$ cat src/rtl/hdmi_fetch_pkg.sv
// Shared definitions for the HDMI scan-out read scheduler: FSM encoding,
// AXI burst constants and beat geometry.
package hdmi_fetch_pkg;

    typedef enum logic [1:0] {
        ST_IDLE    = 2'd0,
        ST_WAIT_VS = 2'd1,
        ST_FETCH   = 2'd2,
        ST_DRAIN   = 2'd3
    } fetch_state_t;

    localparam logic [1:0]  BURST_INCR = 2'b01;
    localparam int unsigned PAGE_BYTES = 4096;
    localparam int unsigned BEAT_BYTES = 64;
    localparam int unsigned BEAT_SHIFT = $clog2(BEAT_BYTES);
    localparam int unsigned PAGE_BEATS = PAGE_BYTES / BEAT_BYTES;

    // Beats left before the next 4 KB page, from the in-page byte offset.
    function automatic logic [8:0] beats_to_page(input logic [11:0] page_offset);
        return 9'(PAGE_BEATS) - 9'(page_offset[11:BEAT_SHIFT]);
    endfunction

endpackage

$ cat src/rtl/hdmi_fetch_credit.sv
// Downstream FIFO credit and in-flight AR burst counters; o_can_issue answers
// whether a burst of i_beats may be requested right now.
module hdmi_fetch_credit
    import hdmi_fetch_pkg::*;
#(
    parameter int C_FIFO_DEPTH      = 64,
    parameter int C_MAX_OUTSTANDING = 4
) (
    input  logic       clk,
    input  logic       rst_n,
    input  logic [8:0] i_beats,
    input  logic       i_ar_hs,
    input  logic       i_r_last,
    input  logic       i_pop,
    output logic       o_can_issue,
    output logic       o_idle
);

    localparam int CW = $clog2(C_FIFO_DEPTH + 1);
    localparam int OW = $clog2(C_MAX_OUTSTANDING + 1);

    logic [CW-1:0] r_credits;
    logic [OW-1:0] r_outstanding;
    logic [CW-1:0] w_credits_next;
    logic          w_pop_eff;

    assign o_can_issue = (32'(r_credits) >= 32'(i_beats)) &&
                         (32'(r_outstanding) < C_MAX_OUTSTANDING);
    assign o_idle      = (r_outstanding == '0);

    // NOTE: every variable gets a default at the top of always_comb so no path leaves it unassigned (no latch).
    always_comb begin
        w_pop_eff      = i_pop && (32'(r_credits) != C_FIFO_DEPTH);
        w_credits_next = r_credits;
        if (i_ar_hs)
            w_credits_next = w_credits_next - CW'(i_beats);
        if (w_pop_eff)
            w_credits_next = w_credits_next + CW'(1);
    end

    // NOTE: state registers use non-blocking assignments so every flop samples pre-edge values.
    always_ff @(posedge clk or negedge rst_n) begin
        if (!rst_n) begin
            r_credits     <= CW'(C_FIFO_DEPTH);
            r_outstanding <= '0;
        end else begin
            r_credits <= w_credits_next;
            if (i_ar_hs && !i_r_last)
                r_outstanding <= r_outstanding + OW'(1);
            else if (!i_ar_hs && i_r_last && r_outstanding != '0)
                r_outstanding <= r_outstanding - OW'(1);
        end
    end

endmodule

$ cat src/rtl/hdmi_fetch_scheduler.sv
// Frame fetch scheduler: walks a framebuffer line by line issuing 4 KB-safe
// AXI read bursts under FIFO credit control. Define HDMI_FETCH_PERF_EN for the stall counter.
module hdmi_fetch_scheduler
    import hdmi_fetch_pkg::*;
#(
    parameter int C_M_AXI_ID_WIDTH   = 2,
    parameter int C_M_AXI_ADDR_WIDTH = 32,
    parameter int C_M_AXI_DATA_WIDTH = 512,
    parameter int C_FIFO_DEPTH       = 64,
    parameter int C_MAX_OUTSTANDING  = 4,
    parameter int C_MAX_BURST        = 16
) (
    input  logic                          ACLK,
    input  logic                          nRST,
    input  logic                          CFG_EN,
    input  logic [C_M_AXI_ADDR_WIDTH-1:0] CFG_BASE,
    input  logic [15:0]                   CFG_STRIDE,
    input  logic [8:0]                    CFG_LINE_BEATS,
    input  logic [11:0]                   CFG_LINES,
    input  logic                          VSYNC_START,
    input  logic                          FIFO_POP,
    output logic [C_M_AXI_ID_WIDTH-1:0]   M_ARID,
    output logic [C_M_AXI_ADDR_WIDTH-1:0] M_ARADDR,
    output logic [7:0]                    M_ARLEN,
    output logic [2:0]                    M_ARSIZE,
    output logic [1:0]                    M_ARBURST,
    output logic                          M_ARVALID,
    input  logic                          M_ARREADY,
    input  logic                          M_RVALID,
    input  logic                          M_RREADY,
    input  logic                          M_RLAST,
    output logic                          BUSY,
    output logic                          FRAME_DONE,
    output logic                          LATE,
    output logic [31:0]                   PERF_STALL
);

    localparam int         AW          = C_M_AXI_ADDR_WIDTH;
    localparam logic [2:0] L_ARSIZE    = 3'($clog2(C_M_AXI_DATA_WIDTH / 8));
    localparam logic [8:0] L_MAX_BURST = 9'(C_MAX_BURST);

    fetch_state_t  r_state;
    logic [AW-1:0] r_addr;
    logic [AW-1:0] r_line_start;
    logic [AW-1:0] r_araddr;
    logic [15:0]   r_stride;
    logic [8:0]    r_line_beats;
    logic [8:0]    r_remaining;
    logic [8:0]    r_beats;
    logic [11:0]   r_lines;
    logic [11:0]   r_line;
    logic [7:0]    r_arlen;
    logic          r_arvalid;
    logic          r_late;

    logic [8:0]    w_page_beats;
    logic [8:0]    w_beats;
    logic [8:0]    w_credit_beats;
    logic [8:0]    w_rem_after;
    logic [AW-1:0] w_addr_step;
    logic          w_ar_hs;
    logic          w_r_last;
    logic          w_can_issue;
    logic          w_out_idle;
    logic          w_last_line;
    logic          w_issue;
    logic          w_frame_start;

    always_comb begin
        w_page_beats = beats_to_page(r_addr[11:0]);
        w_beats      = r_remaining;
        if (L_MAX_BURST < w_beats)
            w_beats = L_MAX_BURST;
        if (w_page_beats < w_beats)
            w_beats = w_page_beats;
    end

    // The counters see the held burst size while a request is pending, else the candidate.
    assign w_credit_beats = r_arvalid ? r_beats : w_beats;
    assign w_ar_hs        = r_arvalid && M_ARREADY;
    assign w_r_last       = M_RVALID && M_RREADY && M_RLAST;
    assign w_rem_after    = r_remaining - r_beats;
    assign w_addr_step    = AW'(r_beats) << BEAT_SHIFT;
    assign w_last_line    = (r_line + 12'd1) == r_lines;
    assign w_issue        = (r_state == ST_FETCH) && !r_arvalid && CFG_EN && w_can_issue;
    assign w_frame_start  = (r_state == ST_WAIT_VS) && CFG_EN && VSYNC_START;

    hdmi_fetch_credit #(
        .C_FIFO_DEPTH      (C_FIFO_DEPTH),
        .C_MAX_OUTSTANDING (C_MAX_OUTSTANDING)
    ) u_credit (
        .clk         (ACLK),
        .rst_n       (nRST),
        .i_beats     (w_credit_beats),
        .i_ar_hs     (w_ar_hs),
        .i_r_last    (w_r_last),
        .i_pop       (FIFO_POP),
        .o_can_issue (w_can_issue),
        .o_idle      (w_out_idle)
    );

    always_ff @(posedge ACLK or negedge nRST) begin
        if (!nRST) begin
            r_state      <= ST_IDLE;
            r_addr       <= '0;
            r_line_start <= '0;
            r_araddr     <= '0;
            r_stride     <= '0;
            r_line_beats <= '0;
            r_remaining  <= '0;
            r_beats      <= '0;
            r_lines      <= '0;
            r_line       <= '0;
            r_arlen      <= '0;
            r_arvalid    <= 1'b0;
            r_late       <= 1'b0;
        end else begin
            r_late <= VSYNC_START && (r_state == ST_FETCH || r_state == ST_DRAIN);
            case (r_state)
                ST_IDLE: begin
                    if (CFG_EN)
                        r_state <= ST_WAIT_VS;
                end
                ST_WAIT_VS: begin
                    if (!CFG_EN) begin
                        r_state <= ST_IDLE;
                    end else if (w_frame_start) begin
                        r_stride     <= CFG_STRIDE;
                        r_line_beats <= CFG_LINE_BEATS;
                        r_lines      <= CFG_LINES;
                        r_line_start <= CFG_BASE;
                        r_addr       <= CFG_BASE;
                        r_remaining  <= CFG_LINE_BEATS;
                        r_line       <= '0;
                        r_state      <= ST_FETCH;
                    end
                end
                ST_FETCH: begin
                    // A raised request is held untouched until accepted, whatever CFG_EN does.
                    if (w_issue) begin
                        r_arvalid <= 1'b1;
                        r_araddr  <= r_addr;
                        r_arlen   <= 8'(w_beats - 9'd1);
                        r_beats   <= w_beats;
                    end else if (w_ar_hs) begin
                        r_arvalid <= 1'b0;
                        if (w_rem_after != '0) begin
                            r_addr      <= r_addr + w_addr_step;
                            r_remaining <= w_rem_after;
                        end else begin
                            r_line       <= r_line + 12'd1;
                            r_line_start <= r_line_start + AW'(r_stride);
                            r_addr       <= r_line_start + AW'(r_stride);
                            r_remaining  <= r_line_beats;
                        end
                        if ((w_rem_after == '0 && w_last_line) || !CFG_EN)
                            r_state <= ST_DRAIN;
                    end else if (!r_arvalid && !CFG_EN) begin
                        r_state <= ST_DRAIN;
                    end
                end
                ST_DRAIN: begin
                    if (w_out_idle)
                        r_state <= CFG_EN ? ST_WAIT_VS : ST_IDLE;
                end
                default: r_state <= ST_IDLE;
            endcase
        end
    end

    assign M_ARID     = '0;
    assign M_ARADDR   = r_araddr;
    assign M_ARLEN    = r_arlen;
    assign M_ARSIZE   = L_ARSIZE;
    assign M_ARBURST  = BURST_INCR;
    assign M_ARVALID  = r_arvalid;
    assign BUSY       = (r_state != ST_IDLE);
    assign FRAME_DONE = (r_state == ST_DRAIN) && w_out_idle && CFG_EN;
    assign LATE       = r_late;

`ifdef HDMI_FETCH_PERF_EN
    logic [31:0] r_perf_stall;

    always_ff @(posedge ACLK or negedge nRST) begin
        if (!nRST)
            r_perf_stall <= '0;
        else if (w_frame_start)
            r_perf_stall <= '0;
        else if (r_state == ST_FETCH && !r_arvalid && CFG_EN && !w_can_issue &&
                 r_perf_stall != '1)
            r_perf_stall <= r_perf_stall + 32'd1;
    end

    assign PERF_STALL = r_perf_stall;
`else
    assign PERF_STALL = '0;
`endif

endmodule

$ cat config.mk
export PLATFORM = sky130hd
export DESIGN_NAME = hdmi_fetch_scheduler
export DESIGN_NICKNAME = d
export VERILOG_FILES = /design/src/rtl/hdmi_fetch_pkg.sv /design/src/rtl/hdmi_fetch_credit.sv /design/src/rtl/hdmi_fetch_scheduler.sv
export SDC_FILE = /design/constraint.sdc
export NUM_CORES = 1
export LEC_CHECK = 0
export BUFFER_PORTS_ARGS = -buffer_cell sky130_fd_sc_hd__buf_2
export CORE_MARGIN = 8
export CORE_UTILIZATION = 30
export DETAILED_ROUTE_END_ITERATION = 12
export PLACE_DENSITY = 0.43
export SKIP_CTS_REPAIR_TIMING = 1
export SLEW_MARGIN = 20
export SYNTH_ARGS = -nofsm -noshare
export SYNTH_HDL_FRONTEND = slang
export SYNTH_SLANG_ARGS = --single-unit
$ cat constraint.sdc
create_clock -name ACLK -period 5.8 [get_ports ACLK]
set_clock_uncertainty 0.1 [all_clocks]
set_input_delay 0.58 -clock ACLK [delete_from_list [all_inputs] [get_ports ACLK]]
set_output_delay 0.58 -clock ACLK [all_outputs]
set_load 0.02 [all_outputs]
==> impl_metrics.toml, run 1 <==
[outcome]
status = "complete, no violations"

[route]
routed_wl_mm = 36.3
wl_per_cell_um = 18.7
vias = 9713
drt_iter0_drc = 619
remaining_drc_errors = 0
drt_pass1_iterations = 5
viasPerCell = 5.01
ant_nets = 0

[synthesis]
synth_edf_count = 0
ys_types = 76
yosysSeqAreaShare_pct = 39.7
synth-async-reset-ratio_pct = 100
synth-compound-area-share_pct = 18.9
synth_flop_cell = "dfrtp_1"
yosysTopAreaCell = "dfrtp_1"
synthAdderAreaFrac_pct = 6.21
synth_xor_area_share_pct = 5.70
ys_top_cells_by_area = "dfrtp_1, nand2_1, ha_1, mux2_2, a21oi_1"
syn_area_per_cell_um2 = 8.86
yosysWarnings = 0
netlist.area_leader.share_pct = 39.4
synth_top_family_by_area = "compound AO/OA/AOI/OAI gates"
synthCells = 1318
yosys.area_share.simple_pct = 18.7
synth_area_um2 = 11700
synth_mux_area_share_pct = 4.47
ys_ff_latch = 185

[hold_path]
min_path_type = "in -> async"

[cells_and_area]
fill_cells = 4120
layout.cells.non_filler = 1940
drive_above_1_share_pct = 16.2
n_antenna_cell = 0
area_growth_pct = 13.7
fin_nets = 1542

[floorplanning]
io_pins = 161
num_rows = 72
die_w_um = 213
die_h_um = 213
die-area_um2 = 45500
start_util_pct = 30.3
core_um2 = 38600

[timing]
setup_tns_ns = 0
rsz0062_at_grt = "false"
finalMaxSlewViolations = 0
hold_viol = 0
fin_crit_ns = 5.21
fmax_mhz = 192
maxSlewHeadroom_pct = 35.1
setup_viol = 0
min_period_over_period_pct = 89.9
worst_slew_pin_slew_ns = 0.971

[grt]
grt_pass1_wl_mm = 57.0
grtUsageTotal_pct = 16.1
antenna_found_initial = 0
grt_remaining_overflow = 0
grt_max_degree = 93
grt_pass1_vias = 9716

[placed_design]
gp_congestion = 0.868
hpwl_mm = 26.0
io_buffer_count = 121
numPlacedInstances = 1907

[clocking]
cts_tree = "built"
cts_made_buffers = 17
cts-htree-levels = 4
path_clk_slew_ns = 0.07
clock_sinks = 185
clock_latency_ns = 0.45
ctsLongestPathBuffers = 2
cts_root_buf = "clkbuf_16"

[flow_run]
maxCapViolations = 0

[setup_path]
critPathRequiredTime_ns = 6.08
cp-start-kind = "register"
crit_fanout = 11
setup.worst_path.end_class = "register"
critPathKind = "reg -> reg"
arrival_ns = 5.49

[pwr]
vdd_drop_max_mv = 0.195
cellLeakagePower_nw = 6.04
power-per-cell-area_nw_per_um2 = 609
cell usage in the layout, fill, tap and decap left out, drive strengths merged, types with 9 or more instances in the layout:
master and count:
o221ai 10, nand4 9, and4 9, o21a 24
dfrtp 184, clkbuf 21, o211ai 17, a31oi 19
inv 49, xor2 34, nor3 27, buf 133
or3 11, nor2b 13, conb 41, xnor2 42
nand3 33, a21oi 82, nand2 233, ha 50
nor2 82, and3 23, mux2 41, a21o 10
o22ai 20, a211oi 11, o21ai 85
through the flow:
step	worst slack, ns	hold slack, ns	cell area, um^2	total power, mW	util, %
2_1_floorplan	0.802	0.184	11800	5.61	-
3_3_place_gp	0.706	0.361	12600	6.84	32.8
3_5_place_dp	0.616	0.373	12600	6.86	32.8
4_1_cts	0.584	0.122	13300	8.17	34.4
5_1_grt	0.0988	0.139	13300	8.83	34.4
6_report	0.586	0.0649	13300	8.08	34.4
cell families (layout without fill, tap and decap cells):
| group | count (synthesis) | in the layout |
|---|---|---|
| xor gates and xnor gates | 76 | 76 |
| and+or+nand+nor | 475 | 475 |
| buffers and inverters | 142 | 207 |
| DFF | 185 | 185 |
| muxes | 47 | 47 |
| AOI/OAI and AO/OA | 336 | 336 |
| adders and majority gates | 55 | 55 |
| other | 2 | 41 |
power by group:
group,internal (mW),switching (mW)
logic,1.78,2.58
clock network,0.685,0.570
registers,1.86,0.606
total,4.33,3.76
per-layer routing:
metal | up-vias | part of all wire (%) | GRT usage [%]
li1 | 4775 | - | -
met1 | 4754 | 49 | 22.7
met2 | 171 | 46 | 25.7
met3 | 13 | 3.7 | 3.08
met4 | 0 | 0.74 | 2.84
met5 | - | 0 | 0
critical path, cell delays in order, from the launching register on:
cell and delay [ns]:
dfrtp_1 0.40, nor4_1 0.42, and2_1 0.44, nand2_1 0.11, ha_1 0.28, o21ai_0 0.06
a31oi_1 0.15, o21ai_0 0.10, a21oi_1 0.41, a31oi_1 0.22, nor2b_1 0.18, a21oi_1 0.25
inv_1 0.08, ha_1 0.29, nor2b_1 0.13, o21ai_0 0.31, a21boi_0 0.18, o21ai_0 0.22
and4_1 0.21, a211oi_1 0.06, nor4_1 0.37, xor2_1 0.18
flip-flops by register name, indices dropped and copies added, names as in the netlist, 3 cells and up, named ones only:
name and flops:
M_ARADDR 32, M_ARLEN 8, r_addr 32, r_beats 9, r_line 12, r_line_beats 9
r_line_start 32, r_lines 12, r_remaining 9, r_stride 16, u_credit.r_credits 7, u_credit.r_outstanding 3
cell usage after synthesis, drive strengths merged, types with 6 or more instances:
master and instances:
or3 11, a211oi 11, xnor2 42, nor2 82, nand3 33, dfrtp 184
and3 23, nand2 233, a21oi 82, nor3 27, a21boi 6, clkbuf 47
buf 54, o211ai 17, and2 6, mux2 41, nor2b 13, a21o 10
o31ai 7, xor2 34, ha 50, o21ai 85, a31oi 19, nand4 9
mux2i 6, and4 9, inv 41, o21a 24, nand2b 8, o22ai 20
o221ai 10
worst paths after layout:
| path | endpoint | start | depth (start not counted) | slack [ns] |
|---|---|---|---|---|
| max in group asynchronous | r_addr[21] | nRST | 2 | 4.21 |
| min in group ACLK | r_lines[5] | CFG_LINES[5] | 3 | 0.22 |
| max reg2reg | u_credit.r_credits[6] | r_remaining[6] | 21 | 0.59 |
| min reg2reg | r_line_beats[6] | r_line_beats[6] | 2 | 0.39 |
| max | u_credit.r_credits[6] | r_remaining[6] | 21 | 0.59 |
| min | r_lines[8] | nRST | 1 | 0.06 |
layout make-up:
cell class                      count  area [um^2]  area share, %
Clock inverter                     12          150           1.13
Timing Repair Buffer              134          741           5.58
Inverter                           41          154           1.16
Multi-Input combinational cell   1030         6490           48.9
Tap cell                          518          648           4.88
Clock buffer                       20          467           3.51
Sequential cell                   185         4630           34.9
Note: power is estimated with default switching activity, not from simulation.
==> run 2, diff against run 1 <==
--- a/config.mk
+++ b/config.mk
@@ -14,4 +14,5 @@
 export SLEW_MARGIN = 20
 export SYNTH_ARGS = -nofsm -noshare
 export SYNTH_HDL_FRONTEND = slang
+export SYNTH_HIERARCHICAL = 1
 export SYNTH_SLANG_ARGS = --single-unit
==> constraint.sdc (replaced) <==
create_clock -name ACLK -period 5.8 [get_ports ACLK]
set_clock_uncertainty 0.1 [all_clocks]
set_input_delay 0.58 -clock ACLK [delete_from_list [all_inputs] [get_ports ACLK]]
set_output_delay 0.58 -clock ACLK [all_outputs]
set_load 0.01 [all_outputs]
==> run 2 against run 1 <==
Total power is 1.3% lower. Final area is 2.5% higher. Via count is 7.3% higher. Highest routed layer unchanged. Critical path depth is 5 higher. Largest power group unchanged. Register-to-register slack worse by 0.09 ns. Die area is 1.7% higher. Sequential cell count stayed put. Critical endpoint is now M_ARADDR[16]. Utilization is 0.051 points higher.
==> impl_metrics.toml, run 2 <==
[outcome]
status = "complete, no violations"

[clocking]
cts_tree = "built"
clock_sinks = 185
path_clk_slew_ns = 0.08
cts_root_buf = "clkbuf_16"
ctsLongestPathBuffers = 2
clock_latency_ns = 0.45
cts-htree-levels = 4
cts_made_buffers = 17

[setup_path]
ff2ff_setup_slack_ns = 0.49
critPathKind = "reg -> reg"
cp-start-kind = "register"
crit_fanout = 15
critPathRequiredTime_ns = 6.09
arrival_ns = 5.59
regToRegEndpoint = "M_ARADDR[16]"
r2r.worst_path.cells = 26
setup.worst_path.end_class = "register"
critPathLaunch = "r_addr[6]"
r2r-start = "r_addr[6]"

[grt]
grt_pass1_vias = 10600
grt_remaining_overflow = 0
grt_pass1_wl_mm = 61.3
antenna_found_initial = 0
grt_max_degree = 107
grtUsageTotal_pct = 16.5

[pwr]
p_seq_share_pct = 30.0
power.switching_mw = 3.72
power.total_mw = 7.98
vdd_drop_max_mv = 0.246
sw_frac_of_total_pct = 46.6
clkPwrFrac_pct = 15.0
p_comb_share_pct = 55.0
internal-power_mw = 4.26
power-per-cell-area_nw_per_um2 = 586
cellLeakagePower_nw = 6.22

[route]
viasPerCell = 5.05
drt_pass1_iterations = 5
wl_per_cell_um = 18.6
drt_iter0_drc = 655
vias = 10400
routed_wl_mm = 38.4
ant_nets = 0
remaining_drc_errors = 0

[cells_and_area]
layout_common_cells = "nand2_1, dfrtp_1, buf_2"
fin_nets = 1659
final_common_cell = "nand2_1"
drive_above_1_share_pct = 14.3
area_growth_pct = 14.4
utilization_pct = 34.5
layout.cells.non_filler = 2063
n_antenna_cell = 0

[synthesis]
synth-async-reset-ratio_pct = 100
yosysWarnings = 6
synth_area_um2 = 11900
yosysTopAreaCell = "dfrtp_1"
yosysMostFrequentCell = "nand2_1"
ys_ff_latch = 185
syn_area_per_cell_um2 = 8.31
netlist.area_leader.share_pct = 38.7
synthTopCellsByCount = "nand2_1, dfrtp_1, o21ai_0, a21oi_1, nor2_1"
yosysSeqAreaShare_pct = 38.9
ys_types = 83
synth_edf_count = 0
synthCells = 1431
synth_flop_cell = "dfrtp_1"
ys_top_cells_by_area = "dfrtp_1, nand2_1, ha_1, o21ai_0, xnor2_1"

[floorplanning]
die_h_um = 215
core_um2 = 39500
num_rows = 73
io_pins = 161
die-area_um2 = 46300
start_util_pct = 30.1
die_w_um = 215

[timing]
setup_tns_ns = 0
finalMaxSlewViolations = 0
fin_crit_ns = 5.31
maxSlewHeadroom_pct = 37.6
worst_slew_pin_slew_ns = 0.936
fmax_mhz = 188
setup_viol = 0
hold_viol = 0
min_period_over_period_pct = 91.5
hold_slack_ns = 0.162

[placed_design]
numPlacedInstances = 2032
hpwl_mm = 28.4
gp_congestion = 0.858
io_buffer_count = 121

[flow_run]
maxCapViolations = 0

[hold_path]
min_path_type = "in -> async"
## run 2: cell types whose count changed in the layout (fill, tap and decap cells not counted), sizes merged, moves of 6 or more
| cell | before | now |
|---|---|---|
| inv | 49 | 42 |
| or3 | 11 | 5 |
| and4 | 9 | 3 |
| buf | 133 | 146 |
| mux2 | 41 | 4 |
| and2 | 6 | 13 |
| o21ai | 85 | 116 |
| mux2i | 6 | 13 |
| nor3 | 27 | 19 |
| nand2 | 233 | 341 |
## run 2: stage by stage
step / area (um^2) / setup slack [ns]
global placement: 13000 / 0.365
finish: 13600 / 0.494
floorplan: 12000 / 0.575
CTS: 13500 / 0.144
global route: 13600 / -0.0144
detailed placement: 13000 / 0.175
## run 2: layout make-up
class                      instances  area [um^2]
multi-input combinational       1135         6760
timing repair buffer             147          830
tap                              525          657
clock inverter                    10          118
inverter                          40          150
clock buffer                      21          460
sequential                       185         4630
fill                            4244        25800
## run 2: worst max path at each step
stage | end | slack [ns] | cells after the start
CTS | M_ARADDR[16] | 0.14 | 26
detailed placement | M_ARADDR[16] | 0.17 | 26
finish | M_ARADDR[16] | 0.49 | 26
global route | M_ARADDR[26] | -0.01 | 26
global placement | M_ARADDR[16] | 0.37 | 25
floorplan | M_ARLEN[3] | 0.58 | 24
## run 2: power groups by stage
stage	combinational [mW]	clock, mW	sequential, mW
6_report	4.39	1.20	2.39
4_1_cts	4.37	1.24	2.39
3_5_place_dp	4.34	0	2.41
3_3_place_gp	4.33	0	2.41
5_1_grt	4.94	1.29	2.47
2_1_floorplan	3.18	0	2.25
## run 2: worst max-delay path, cell delays in order (launching register included)
cell,delay [ns]
dfrtp_2,0.46
inv_1,0.14
ha_1,0.23
nor3b_4,0.23
xnor2_2,0.11
ha_1,0.37
a2111oi_2,0.38
nand3_1,0.14
o22ai_2,0.17
buf_4,0.18
nand2_1,0.06
o21a_1,0.17
mux2i_1,0.16
inv_1,0.06
ha_1,0.35
o21ai_0,0.12
a21oi_2,0.17
o21ai_0,0.11
a21boi_1,0.15
o21ai_0,0.08
a2111oi_1,0.37
buf_4,0.19
nand3_1,0.13
nor2_4,0.26
buf_6,0.19
nand2_1,0.07
nand2_1,0.07
## run 2: kinds of logic (layout without fill, tap and decap cells)
group / after synthesis / in the layout / share of synthesized area [%]
other: 2 / 41 / 0.0631
adders and majority gates: 55 / 55 / 6.10
xor gates and xnor gates: 76 / 76 / 5.66
and+or+nand+nor: 573 / 573 / 21.3
AOI/OAI and AO/OA: 373 / 373 / 20.3
DFF: 185 / 185 / 38.9
muxes: 17 / 17 / 1.47
buffers and inverters: 150 / 218 / 6.11
## run 2: routing by layer
| layer | global-route usage (%) | part of all wire [%] | up-vias |
|---|---|---|---|
| li1 | - | - | 5123 |
| met1 | 23.9 | 51 | 5039 |
| met2 | 25.2 | 44 | 225 |
| met3 | 2.82 | 4.2 | 34 |
| met4 | 4.47 | 1.6 | 0 |
| met5 | 0 | 0 | - |
